--- src/rtl/vram_pkg.sv ---
// ---------------------------------------------------------------------------
// vram_pkg
// Shared constants for the framebuffer write path: framebuffer geometry,
// common colours, requester slot assignments, the arbiter state type and a
// small helper that advances a round-robin index.
// No ports (package).
// ---------------------------------------------------------------------------
package vram_pkg;

  localparam int H_LEN    = 200;
  localparam int V_LEN    = 150;
  localparam int FB_DEPTH = H_LEN * V_LEN;

  // Width of a requester index; owner/rr pointer are carried at this width.
  localparam int OWNER_W = 2;

  localparam logic [11:0] COLOR_BLACK = 12'h000;
  localparam logic [11:0] COLOR_WHITE = 12'hfff;

  localparam int REQ_INIT   = 0;
  localparam int REQ_STAMP  = 1;
  localparam int REQ_CURSOR = 2;
  localparam int REQ_RESET  = 3;

  typedef enum logic {
    IDLE  = 1'b0,
    GRANT = 1'b1
  } arb_state_e;

  // Index following idx, wrapping back to 0 after the last requester.
  function automatic logic [OWNER_W-1:0] rr_next(input logic [OWNER_W-1:0] idx,
                                                 input int nreq);
    return (int'(idx) == nreq - 1) ? '0 : idx + 1'b1;
  endfunction

endpackage

--- src/rtl/vram_write_arbiter_rr_pick.sv ---
// ---------------------------------------------------------------------------
// rr_pick
// Combinational round-robin picker. Scans the request vector starting at
// ptr and wrapping at NREQ; reports the first requester found.
//   req   in  NREQ     request vector
//   ptr   in  OWNER_W  index to start the search from
//   win   out OWNER_W  index of the chosen requester (0 when none)
//   found out 1        at least one request present
// ---------------------------------------------------------------------------
module rr_pick
  import vram_pkg::*;
#(
  parameter int NREQ = 4
) (
  input  logic [NREQ-1:0]    req,
  input  logic [OWNER_W-1:0] ptr,
  output logic [OWNER_W-1:0] win,
  output logic               found
);

  logic [OWNER_W:0] idx;

  // The extra index bit keeps ptr+i from overflowing before the wrap.
  always_comb begin
    win   = '0;
    found = 1'b0;
    idx   = '0;
    for (int i = 0; i < NREQ; i++) begin
      idx = {1'b0, ptr} + (OWNER_W + 1)'(i);
      if (idx >= (OWNER_W + 1)'(NREQ)) begin
        idx = idx - (OWNER_W + 1)'(NREQ);
      end
      if (!found && req[idx[OWNER_W-1:0]]) begin
        found = 1'b1;
        win   = idx[OWNER_W-1:0];
      end
    end
  end

endmodule

--- src/rtl/vram_write_arbiter.sv ---
// ---------------------------------------------------------------------------
// vram_write_arbiter
// Shares the single framebuffer write port among the drawing engines. One
// engine is granted at a time in round-robin order and keeps the grant until
// its last beat is accepted. Accepted beats appear on we/waddr/wdata one
// cycle later.
//
// Optional feature: define VRAM_ARB_BOUNDS_EN to drop beats whose address is
// at or beyond the framebuffer depth (beat still accepted, no write, err_oob
// pulses instead). Without it every accepted beat is written.
//
// Ports:
//   clk, rstn             clock; synchronous active-low reset
//   req_valid/req_last    per-requester beat valid / final beat of packet
//   req_addr/req_data     per-requester beat address / colour, packed
//   req_ready             beat accepted this cycle
//   we/waddr/wdata        framebuffer write port (registered)
//   busy                  a grant is held
//   owner                 current or most recent grantee
//   err_oob               out-of-bounds beat dropped (single-cycle pulse)
// ---------------------------------------------------------------------------
module vram_write_arbiter
  import vram_pkg::*;
#(
  parameter int NREQ  = 4,
  parameter int DW    = 15,
  parameter int CW    = 12,
  parameter int H_LEN = vram_pkg::H_LEN,
  parameter int V_LEN = vram_pkg::V_LEN
) (
  input  logic                 clk,
  input  logic                 rstn,
  input  logic [NREQ-1:0]      req_valid,
  input  logic [NREQ-1:0]      req_last,
  input  logic [NREQ*DW-1:0]   req_addr,
  input  logic [NREQ*CW-1:0]   req_data,
  output logic [NREQ-1:0]      req_ready,
  output logic                 we,
  output logic [DW-1:0]        waddr,
  output logic [CW-1:0]        wdata,
  output logic                 busy,
  output logic [OWNER_W-1:0]   owner,
  output logic                 err_oob
);

  localparam logic [DW-1:0] FB_LIMIT = DW'(H_LEN * V_LEN);

  arb_state_e          state_q, state_d;
  logic [OWNER_W-1:0]  owner_q, owner_d;
  logic [OWNER_W-1:0]  rr_ptr_q, rr_ptr_d;
  logic                we_q, we_d;
  logic [DW-1:0]       waddr_q, waddr_d;
  logic [CW-1:0]       wdata_q, wdata_d;
  logic                err_oob_q, err_oob_d;

  logic [DW-1:0]       addr_arr [NREQ];
  logic [CW-1:0]       data_arr [NREQ];
  logic [OWNER_W-1:0]  pick_win;
  logic                pick_found;
  logic [DW-1:0]       sel_addr;
  logic [CW-1:0]       sel_data;
  logic                sel_valid;
  logic                sel_last;
  logic                oob;

  for (genvar k = 0; k < NREQ; k++) begin : g_unpack
    assign addr_arr[k] = req_addr[k*DW +: DW];
    assign data_arr[k] = req_data[k*CW +: CW];
  end

  rr_pick #(.NREQ(NREQ)) u_rr_pick (
    .req   (req_valid),
    .ptr   (rr_ptr_q),
    .win   (pick_win),
    .found (pick_found)
  );

  assign sel_addr  = addr_arr[owner_q];
  assign sel_data  = data_arr[owner_q];
  assign sel_valid = req_valid[owner_q];
  assign sel_last  = req_last[owner_q];
  assign oob       = (sel_addr >= FB_LIMIT);

`ifdef VRAM_ARB_BOUNDS_EN
`else
  logic unused_oob;
  assign unused_oob = oob;
`endif

  // Arbitration in IDLE costs one cycle; in GRANT only the owner sees ready,
  // and the owner dropping valid simply stalls the packet with no write.
  always_comb begin
    state_d   = state_q;
    owner_d   = owner_q;
    rr_ptr_d  = rr_ptr_q;
    we_d      = 1'b0;
    waddr_d   = waddr_q;
    wdata_d   = wdata_q;
    err_oob_d = 1'b0;
    req_ready = '0;
    case (state_q)
      IDLE: begin
        if (pick_found) begin
          owner_d = pick_win;
          state_d = GRANT;
        end
      end
      GRANT: begin
        req_ready[owner_q] = sel_valid;
        if (sel_valid) begin
          waddr_d = sel_addr;
          wdata_d = sel_data;
`ifdef VRAM_ARB_BOUNDS_EN
          we_d      = !oob;
          err_oob_d = oob;
`else
          we_d      = 1'b1;
`endif
          if (sel_last) begin
            rr_ptr_d = rr_next(owner_q, NREQ);
            state_d  = IDLE;
          end
        end
      end
      default: state_d = IDLE;
    endcase
  end

  always_ff @(posedge clk) begin
    if (!rstn) begin
      state_q   <= IDLE;
      owner_q   <= '0;
      rr_ptr_q  <= '0;
      we_q      <= 1'b0;
      waddr_q   <= '0;
      wdata_q   <= '0;
      err_oob_q <= 1'b0;
    end else begin
      state_q   <= state_d;
      owner_q   <= owner_d;
      rr_ptr_q  <= rr_ptr_d;
      we_q      <= we_d;
      waddr_q   <= waddr_d;
      wdata_q   <= wdata_d;
      err_oob_q <= err_oob_d;
    end
  end

  assign we      = we_q;
  assign waddr   = waddr_q;
  assign wdata   = wdata_q;
  assign busy    = (state_q == GRANT);
  assign owner   = owner_q;
  assign err_oob = err_oob_q;

endmodule

--- config.mk ---
export PLATFORM = sky130hd
export DESIGN_NAME = vram_write_arbiter
export DESIGN_NICKNAME = d
export VERILOG_FILES = /design/src/rtl/vram_pkg.sv /design/src/rtl/vram_write_arbiter_rr_pick.sv /design/src/rtl/vram_write_arbiter.sv
export SDC_FILE = /design/constraint.sdc
export NUM_CORES = 1
export LEC_CHECK = 0
export ABC_AREA = 0
export CORE_ASPECT_RATIO = 0.5
export CORE_UTILIZATION = 32
export CTS_BUF_LIST = sky130_fd_sc_hd__clkbuf_8
export DETAILED_ROUTE_END_ITERATION = 10
export HOLD_SLACK_MARGIN = 0.08
export PLACE_DENSITY_LB_ADDON = 0.15
export SETUP_SLACK_MARGIN = 0.3
export SYNTH_ARGS = -nofsm -noshare
export SYNTH_HDL_FRONTEND = slang
export SYNTH_SLANG_ARGS = --single-unit
export TNS_END_PERCENT = 10
--- constraint.sdc ---
create_clock -name clk -period 1.7 [get_ports clk]
set_clock_uncertainty 0.05 [all_clocks]
set_input_delay 0.34 -clock clk [delete_from_list [all_inputs] [get_ports clk]]
set_output_delay 0.34 -clock clk [all_outputs]
set_load 0.01 [all_outputs]
==> reports/metrics.cfg, run 1 <==
[grt]
met2_usage=0.3609
grt_pass1_wl_mm=9.653
grt_busiest_layer=met2
antenna_found_initial=0
met3_usage=0.06033
grt-ovfl-total=0
grt_util_met1=0.1904
grt_pass1_vias=2207
grt_usage=0.1835
grt_max_degree=16

[routing]
ant_nets=0
firstDrtPassIters=4
via_count=2076
drc=0
wl_mm=6.117
wl_per_cell_um=13.90
via_per_inst=4.718
drt_iter0_drc=56

[layout]
layout.nets=473
final_cells=440
final_area_sq_mm=0.004030
antenna_cells=0
area_growth_pct=90.59
drive_above_1_share=0.2131

[sta]
setup_tns_ns=-0.6021
hold_viol_final=0
fin_crit_ns=1.900
grt_setup_unrepaired=yes
slew_violations=0
layout_setup_ws_ns=-0.2003
setup_viol=9
max_freq_mhz=526.2
period_share=1.118

[power]
powerDensity_mw_per_mm2=587.0
ir_drop_v=0.0002906
power.leakage_uw=0.001667

[setup_path]
start_kind=flip-flop
slowest_delay_ns=0.41
critPathRequiredTime_ns=1.31
r2r-start=owner[0]
crit_path_max_fanout=4
critPathBufInv=3
rrSetupSlack_ns=-0.01
slowest_stage=dfxtp_4
critPathMostFrequentCell=buf_6
worstRegToRegCells=5
cp.arrival_ns=1.51
crit_type=reg2out
path_cells=mux2i_4 -> o22ai_4 -> buf_6 -> buf_6 -> and2_4 -> buf_6
rr_endpoint=waddr[3]
crit_family=flip-flops
worstSetupEndpointType=output pin

[die]
die_x_um=117.0
core_area_sq_mm=0.006231
dieArea_sq_mm=0.006957
io_pins=154
die_h_um=59.48
rows=20
initial_core_util=0.3394

[cts]
cts_max_level=2
cts_sinks=33
hold_buffers=0
cts_tree=done
root_buffer=clkbuf_8
clockBufferDepth=2
clkTransAtPathRegs_ns=0.07
clk_latency_ns=0.28
cts_inserted_buffers=5

[worst_hold_path]
whs_path_depth=2
hp-class=reg2reg
hold-path-endpoint=wdata[8]
worstHoldStart=wdata[8]

[status]
violations=negative setup slack
status=finished, violations left

[place]
place_hpwl_mm=5.005
dp_slack_ns=-0.5645
place_inst=425
place_congestion=0.7247
dpl_cell_area_sq_mm=0.003822
io_buffers=152

[synthesis]
yosysSeqAreaShare=0.3124
syn_nets=298
synth_cells=176
syn_avg_cell_area_sq_um=12.01
ys_types=28
ys_ff_latch=33
synth_area_sq_mm=0.002115
ys_warn_count=0

[flow_run]
cap_violations=0

==> placed cells by master, fill, tap and decap left out, types with 4 or more instances in the layout <==
| cell type | synthesis | routed |
|---|---|---|
| and2_1 | 6 | 4 |
| buf_4 | 2 | 23 |
| buf_6 | 3 | 6 |
| clkbuf_8 | 0 | 7 |
| clkdlybuf4s50_1 | 0 | 113 |
| dfxtp_1 | 33 | 30 |
| dlygate4sd2_1 | 0 | 32 |
| ha_1 | 4 | 4 |
| inv_1 | 6 | 6 |
| mux2i_1 | 30 | 28 |
| mux4_1 | 7 | 7 |
| mux4_2 | 21 | 21 |
| nand2_1 | 4 | 4 |
| nor2_1 | 31 | 31 |
==> per-stage QoR <==
step           power, uW  hold slack, ns  utilization
5_1_grt             2513          0.4729       0.6468
2_1_floorplan       1269          0.4075            -
3_3_place_gp        1710          0.4231       0.6135
6_report            2366          0.4351       0.6468
3_5_place_dp        1732          0.4322       0.6135
4_1_cts             2392          0.4420       0.6420
==> per-layer routing <==
metal / up-vias / share of wire / wire (um)
li1: 1010 / - / -
met5: - / 0 / 0
met3: 6 / 0.069 / 420
met4: 0 / 0.0087 / 53
met1: 989 / 0.38 / 2307
met2: 71 / 0.55 / 3336
==> cell type report <==
cell class                 instances  area, sq um
clock buffer                       7        96.34
clock inverter                     1        5.005
fill                             528         2201
inverter                           6        22.52
multi-input combinational        123         1359
sequential                        33        666.9
tap                               88        110.1
timing repair buffer             182         1770
==> timing repair <==
| item | CTS | global route |
|---|---|---|
| endpoints found under the hold margin | 0 | 0 |
| buffers inserted | 5 | 1 |
| pin swaps | 3 | 1 |
| gates cloned | 1 | 0 |
| resized for setup | 73 | 4 |
| setup endpoints to repair | 68 | 39 |
==> cell usage after synthesis <==
master      n  share of area
o22ai_1     1         0.0030
nor2_1     31          0.055
buf_12      2          0.019
buf_4       2         0.0071
nand2b_1    3         0.0089
inv_1       6          0.011
o22ai_4     1         0.0095
nand2_1     4         0.0071
o211ai_1    1         0.0036
mux4_2     21           0.22
mux2i_1    30           0.14
buf_6       3          0.016
nor2b_1     1         0.0030
conb_1      1         0.0018
nor3_1      1         0.0024
mux4_1      7          0.087
a21oi_1     3         0.0071
nor4_1      1         0.0030
o21a_1      1         0.0036
clkbuf_1    4         0.0071
a2111oi_0   1         0.0041
a21o_1      2         0.0071
buf_2       3         0.0071
ha_1        4          0.024
dfxtp_1    33           0.31
o21ai_0     2         0.0047
nand4_1     1         0.0030
and2_1      6          0.018
==> cells by family after synthesis <==
group / synth area share
DFF: 0.3124
muxes: 0.4527
AOI/OAI and AO/OA: 0.04261
buffers and inverters: 0.06686
other: 0.001773
adders and majority gates: 0.02367
and+or+nand+nor: 0.1000
==> worst min-delay path, stage by stage, from the launching register on <==
cell and delay (ns):
dfxtp_1 0.32, mux2i_1 0.06, nor2_1 0.07
==> registers in the layout, summed over array words and instances, names as in the netlist <==
register / flops
waddr: 15
wdata: 12
owner: 2
rr_ptr_q: 2
busy: 1
we: 1
==> worst max-delay path by stage <==
| stage | to | from | cells past startpoint |
|---|---|---|---|
| 5_1_grt | req_ready[1] | owner[0] | 6 |
| 3_3_place_gp | req_ready[3] | req_valid[2] | 5 |
| 6_report | req_ready[1] | owner[0] | 6 |
| 4_1_cts | req_ready[1] | owner[0] | 6 |
| 3_5_place_dp | req_ready[1] | req_valid[2] | 5 |
| 2_1_floorplan | req_ready[0] | owner[0] | 5 |
==> where the power goes <==
| group | internal [uW] | switching [uW] | total, uW |
|---|---|---|---|
| combinational | 573 | 284 | 857 |
| sequential | 832 | 33.5 | 866 |
| clock | 366 | 277 | 643 |
| total | 1770 | 595 | 2370 |
No activity file was read; power rests on OpenSTA's default activity.
==> run 2: changes to the inputs <==
- CORE_UTILIZATION: 32 -> 36
- clock period: 1.7 -> 2.1 ns (I/O delays scaled with it)
==> run 2 against run 1 <==
Utilization is 5.6 points higher. Critical path type unchanged. Final area is 3.0% lower. Wire length fell by 3.2%. Via count is 1.5% lower. Final cell count decreased by 5.9%. Worst setup slack better by 0.39 ns. The flow now finishes without violations. Clock power shrank 30%. Power shrank 22%. Highest routed layer unchanged. Die area decreased by 11%.
==> reports/metrics.cfg, run 2 (synthesis results as in run 1) <==
[status]
status=finished, final reports clean  ; was finished, violations left

[setup_path]
cp.arrival_ns=1.44  ; was 1.51 ns
crit_family=flip-flops  ; unchanged
start_kind=flip-flop  ; unchanged
critPathRequiredTime_ns=1.63  ; was 1.31 ns
worstSetupEndpointType=output pin  ; unchanged
r2r-start=owner[0]  ; unchanged
slowest_delay_ns=0.41  ; about the same
rr_endpoint=rr_ptr_q[1]  ; was waddr[3]
crit_path_max_fanout=4  ; unchanged
slowest_stage=dfxtp_4  ; unchanged
critPathBufInv=2  ; was 3
crit_type=reg2out  ; unchanged
worstRegToRegCells=6  ; was 5
rrSetupSlack_ns=0.38  ; was -0.01 ns
path_cells=mux2i_4 -> o22ai_4 -> buf_6 -> and2_1 -> buf_2  ; was mux2i_4 -> o22ai_4 -> buf_6 -> buf_6 -> and2_4 -> buf_6

[grt]
grt_usage=0.1991  ; was 0.1835
antenna_found_initial=0  ; unchanged
grt_pass1_vias=2130  ; was 2207
grt-ovfl-total=0  ; unchanged
grt_max_degree=27  ; was 16
grt_pass1_wl_mm=9.446  ; was 9.653 mm

[power]
power.leakage_uw=0.001469  ; was 0.001667 uW
powerDensity_mw_per_mm2=471.4  ; was 587.0 mW/mm^2
ir_drop_v=0.0003540  ; was 0.0002906 V

[routing]
ant_nets=0  ; unchanged
drt_iter0_drc=42  ; was 56
wl_per_cell_um=14.30  ; was 13.90 um
via_per_inst=4.940  ; was 4.718
drc=0  ; unchanged
firstDrtPassIters=4  ; unchanged
wl_mm=5.919  ; was 6.117 mm
via_count=2045  ; was 2076

[die]
dieArea_sq_mm=0.006203  ; was 0.006957 sq mm
die_h_um=56.20  ; was 59.48 um
die_x_um=110.4  ; was 117.0 um
io_pins=154  ; unchanged
initial_core_util=0.3801  ; was 0.3394
rows=19  ; was 20
core_area_sq_mm=0.005563  ; was 0.006231 sq mm

[layout]
regArea_sq_um=665.6  ; was 666.9 sq um
area_growth_pct=84.85  ; was 90.59%
final_common_cell=clkdlybuf4s50_1  ; unchanged
antenna_cells=0  ; unchanged
largest_reg_flops=15  ; unchanged
nFillCells=425  ; was 528
multi_input_area_sq_mm=0.001353  ; was 0.001359 sq mm
layout.nets=462  ; was 473
drive_above_1_share=0.1789  ; was 0.2131
final_cells=414  ; was 440
final_area_sq_mm=0.003909  ; was 0.004030 sq mm
final_cell_mix=144 x clkdlybuf4s50_1, 31 x nor2_1, 31 x dfxtp_1  ; was 113 x clkdlybuf4s50_1, 32 x dlygate4sd2_1, 31 x nor2_1

[sta]
setup_viol=0  ; was 9
fin_crit_ns=1.906
layout_setup_ws_ns=0.1941  ; was -0.2003 ns
hold_viol_final=0  ; unchanged
max_freq_mhz=524.7
grt_setup_unrepaired=yes  ; unchanged
setup_tns_ns=0  ; was -0.6021 ns
slew_violations=0  ; unchanged
period_share=0.9076

[cts]
cts_sinks=33  ; unchanged
cts_tree=done  ; unchanged
root_buffer=clkbuf_8  ; unchanged
clk_latency_ns=0.28  ; about the same
hold_buffers=0  ; unchanged
clockBufferDepth=2  ; unchanged
clkTransAtPathRegs_ns=0.07  ; about the same
cts_max_level=2  ; unchanged
cts_inserted_buffers=5  ; unchanged

[place]
dpl_cell_area_sq_mm=0.003722  ; was 0.003822 sq mm
place_hpwl_mm=4.782  ; was 5.005 mm
place_congestion=0.7412  ; was 0.7247
dp_slack_ns=-0.2906  ; was -0.5645 ns
io_buffers=152  ; unchanged
place_inst=401  ; was 425

[flow_run]
cap_violations=0  ; unchanged

[worst_hold_path]
hold-path-endpoint=waddr[0]  ; was wdata[8]
whs_path_depth=2  ; unchanged
worstHoldStart=waddr[0]  ; was wdata[8]
hp-class=reg2reg  ; unchanged

==> run 2: changes by cell type in the layout (fill, tap and decap cells not counted), moves of 2 or more <==
cell	delta
buf_8	+2
dlygate4sd2_1	-28
clkdlybuf4s50_1	+31
buf_12	-2
clkbuf_8	-2
buf_4	-11
==> run 2: worst max-delay path by stage <==
stage                       startpoint  cells past startpoint           end
after floorplan               owner[0]                      5  req_ready[0]
after global placement    req_valid[2]                      5  req_ready[2]
after detailed placement  req_valid[3]                      5  req_ready[0]
after CTS                     owner[0]                      5  req_ready[3]
after global routing          owner[0]                      5  req_ready[3]
final                         owner[0]                      5  req_ready[3]
==> run 2: layout make-up <==
class,count,area share
Timing Repair Buffer,171,0.4334
Multi-Input combinational cell,123,0.3460
Sequential cell,33,0.1703
Tap cell,73,0.02337
Clock buffer,5,0.01761
Inverter,6,0.005762
Clock inverter,3,0.003521
==> run 2: per-stage QoR <==
step	util	power (uW)	hold slack [ns]
after global placement	0.6691	1362	0.4234
after detailed placement	0.6691	1381	0.4306
final	0.7027	1842	0.4456
after floorplan	-	1024	0.4075
after global routing	0.7027	1948	0.4647
after CTS	0.6979	1862	0.4467
==> run 2: repair_timing <==
action,CTS,global route
setup buffers,5,0
gates resized for setup,35,7
endpoints found under the setup margin,32,33
pin swaps,5,1
==> run 2: worst min-delay path, cell delays in order, from the launching register on <==
cell     delay, ns
dfxtp_1       0.33
mux2i_1       0.06
nor2_1        0.07
==> run 2: per-layer routing <==
layer	track usage	share of wire	up-vias
li1	-	-	979
met1	0.2158	0.38	991
met2	0.3771	0.55	69
met3	0.05621	0.059	6
met4	0.05075	0.010	0
met5	0	0	-
==> run 2: power by group <==
part / total [uW] / switching, uW / leakage (uW) / internal (uW)
sequential: 703 / 29.3 / 0.000271 / 674
combinational: 691 / 223 / 0.00115 / 469
clock: 448 / 224 / 0.0000491 / 225
==> run 3: changes to the inputs <==
- ABC_AREA: 0 -> 1
- CORE_UTILIZATION: 36 -> 37
==> run 3 against run 2 <==
Worst setup slack better by 0.055 ns. Flip-flop and latch count did not move. Register-to-register slack worse by 0.03 ns. Largest cell class unchanged. First-iteration DRC count grew to 3.4 times the previous value.
==> reports/metrics.cfg, run 3 <==
[power]
power.leakage_uw=0.001641  ; was 0.001469 uW
ir_drop_v=0.0004598  ; was 0.0003540 V
powerDensity_mw_per_mm2=1157  ; was 471.4 mW/mm^2

[layout]
nFillCells=522  ; was 425
antenna_cells=0  ; unchanged
layout.nets=653  ; was 462
area_growth_pct=75.48  ; was 84.85%
final_common_cell=clkdlybuf4s50_1  ; unchanged
drive_above_1_share=0.08271  ; was 0.1789
fin_util=0.7017  ; was 0.7027
largest_reg_flops=15  ; unchanged
final_cell_mix=143 x clkdlybuf4s50_1, 118 x nor2_1, 83 x o21ai_0  ; was 144 x clkdlybuf4s50_1, 31 x nor2_1, 31 x dfxtp_1

[setup_path]
path_cells=inv_4 -> nand2_2 -> nand3_2 -> a21oi_4 -> inv_4 -> nor2_1 -> buf_2  ; was mux2i_4 -> o22ai_4 -> buf_6 -> and2_1 -> buf_2
start_kind=flip-flop  ; unchanged
crit_path_max_fanout=8  ; was 4
slowest_stage=dfxtp_4  ; unchanged
crit_family=flip-flops  ; unchanged
critPathMostFrequentCell=inv_4
critPathBufInv=3  ; was 2
worstSetupEndpointType=output pin  ; unchanged
cp.arrival_ns=1.38  ; was 1.44 ns
critPathRequiredTime_ns=1.63  ; about the same
slowest_delay_ns=0.42  ; was 0.41 ns
crit_type=reg2out  ; unchanged

[cts]
clockBufferDepth=2  ; unchanged
cts_max_level=2  ; unchanged
cts_tree=done  ; unchanged
root_buffer=clkbuf_8  ; unchanged
cts_inserted_buffers=5  ; unchanged
clkTransAtPathRegs_ns=0.07  ; about the same
cts_sinks=33  ; unchanged
hold_buffers=0  ; unchanged
clk_latency_ns=0.27  ; was 0.28 ns

[die]
rows=19  ; unchanged
die_h_um=57.64  ; was 56.20 um
io_pins=154  ; unchanged
initial_core_util=0.3999  ; was 0.3801
dieArea_sq_mm=0.006529  ; was 0.006203 sq mm
core_area_sq_mm=0.005729  ; was 0.005563 sq mm
die_x_um=113.3  ; was 110.4 um

[grt]
grt_max_degree=57  ; was 27
grt_pass1_vias=2692  ; was 2130
grt_usage=0.2419  ; was 0.1991
grt_pass1_wl_mm=12.59  ; was 9.446 mm
antenna_found_initial=0  ; unchanged
grt-ovfl-total=0  ; unchanged

[routing]
wl_mm=7.882  ; was 5.919 mm
drt_iter0_drc=141  ; was 42
firstDrtPassIters=5  ; was 4
via_per_inst=4.925  ; was 4.940
via_count=3034  ; was 2045
ant_nets=0  ; unchanged
drc=0  ; unchanged
wl_per_cell_um=12.80  ; was 14.30 um

[synthesis]
yosys.area.top_type=dfxtp_1  ; unchanged
ys_async_sr_fraction=0  ; unchanged
synth_compound_area_frac=0.2862  ; was 0.04260
synth-simple-area-share=0.3048  ; was 0.1000
ys_warn_count=0  ; unchanged
synth_flop_cell=dfxtp_1  ; unchanged
synth_area_sq_mm=0.002291  ; was 0.002115 sq mm
synthTopCellsByCount=121 x nor2_1, 83 x o21ai_0, 45 x nand2_1  ; was 33 x dfxtp_1, 31 x nor2_1, 30 x mux2i_1
syn_avg_cell_area_sq_um=5.935  ; was 12.01 sq um
synth_xor_area_frac=0  ; unchanged
ys_types=25  ; was 28
synth.most_common_cell=nor2_1  ; was dfxtp_1
synth_top_family_by_area=simple AND/OR/NAND/NOR gates  ; was multiplexers
synth_edf_count=0  ; unchanged
synth_cells=386  ; was 176
synth_fa_ha_area_frac=0.02185  ; was 0.02367
synth_top_area_frac=0.2884  ; was 0.3124
ys_top_cells_by_area=dfxtp_1 29%, nor2_1 20%, o21ai_0 18%  ; was dfxtp_1 31%, mux4_2 22%, mux2i_1 14%
yosysSeqAreaShare=0.2884  ; was 0.3124
muxShareOfSynthArea=0  ; was 0.4527
ys_ff_latch=33  ; unchanged
syn_nets=508  ; was 298

[sta]
slew_violations=0  ; unchanged
setup_viol=0  ; unchanged
grt_setup_unrepaired=yes  ; unchanged
max_freq_mhz=540.2  ; was 524.7 MHz
hold_viol_final=0  ; unchanged
period_share=0.8815  ; was 0.9076
setup_tns_ns=0  ; unchanged
fin_crit_ns=1.851  ; was 1.906 ns

[place]
place_hpwl_mm=5.986  ; was 4.782 mm
place_congestion=0.8309  ; was 0.7412
io_buffers=152  ; unchanged

[flow_run]
cap_violations=0  ; unchanged

[status]
status=finished, final reports clean  ; unchanged

[worst_hold_path]
hp-class=reg2reg  ; unchanged

[run 3: changes by cell type in the layout (fill, tap and decap cells not counted), moves of 4 or more]
cell,before,now
mux4_2,21,0
o21ai_0,2,83
nor2_1,31,118
a31oi_1,0,27
mux4_1,7,0
nand3_1,0,8
nor2_4,0,4
nand2_1,4,43
inv_1,7,14
mux2i_1,28,0
[run 3: area by class of cell]
cell class	instances	area (sq um)	share of cell area
Clock buffer	7	96.34	0.02397
Clock inverter	1	5.005	0.001245
Inverter	19	76.32	0.01899
Multi-Input combinational cell	305	1448	0.3601
Sequential cell	33	665.6	0.1656
Tap cell	84	105.1	0.02614
Timing Repair Buffer	167	1624	0.4040
[run 3: tightest hold or removal path, delay by kind of cell, from the launching register on]
family	cells	cell delay, ns
and+or+nand+nor	1	0.06
DFF	1	0.32
AOI/OAI and AO/OA	1	0.06
[run 3: where the power goes]
part           switching [uW]  total (uW)  leakage [uW]  internal [uW]
Sequential                169        1070      0.000273            897
Combinational            1720        3060       0.00131           1330
Clock                     231         528     0.0000542            296
Total                    2120        4650       0.00164           2530
[run 3: what timing repair did]
action                     CTS  global route
gates resized for setup     34             9
pin swaps                    5             3
setup endpoints to repair   35             5
setup buffers                1             0
[run 3: per-stage QoR]
stage	hold WS [ns]	worst slack (ns)	cells	cell area, sq um	power (uW)
detailed placement	0.4266	-0.4331	607	3880	4036
floorplan	0.4840	0.3668	386	2292	2880
CTS	0.4355	0.2523	616	3993	4620
finish	0.4353	0.2488	616	4020	4651
global placement	0.4189	-0.3989	607	3880	4000
global route	0.4762	0.1757	616	4020	5068
[run 3: cells by family after synthesis]
logic type	Yosys count
buffers and inverters	48
AOI/OAI and AO/OA	121
and+or+nand+nor	179
adders and majority gates	4
other	1
DFF	33
[run 3: worst paths after layout]
path                     from            to  slack, ns  cells past startpoint
setup / recovery     owner[0]  req_ready[1]       0.25                      7
hold / removal    rr_ptr_q[0]   rr_ptr_q[0]       0.44                      2
setup reg to reg     owner[0]   rr_ptr_q[1]       0.35                      8
hold reg to reg   rr_ptr_q[0]   rr_ptr_q[0]       0.44                      2
[run 3: metal layers]
metal | up-vias | GRT usage | wire length, um | part of all wire
li1 | 1566 | - | - | -
met1 | 1363 | 0.2878 | 3317 | 0.42
met2 | 99 | 0.4496 | 4006 | 0.51
met3 | 6 | 0.07218 | 512 | 0.065
met4 | 0 | 0.03008 | 46 | 0.0058
met5 | - | 0 | 0 | 0
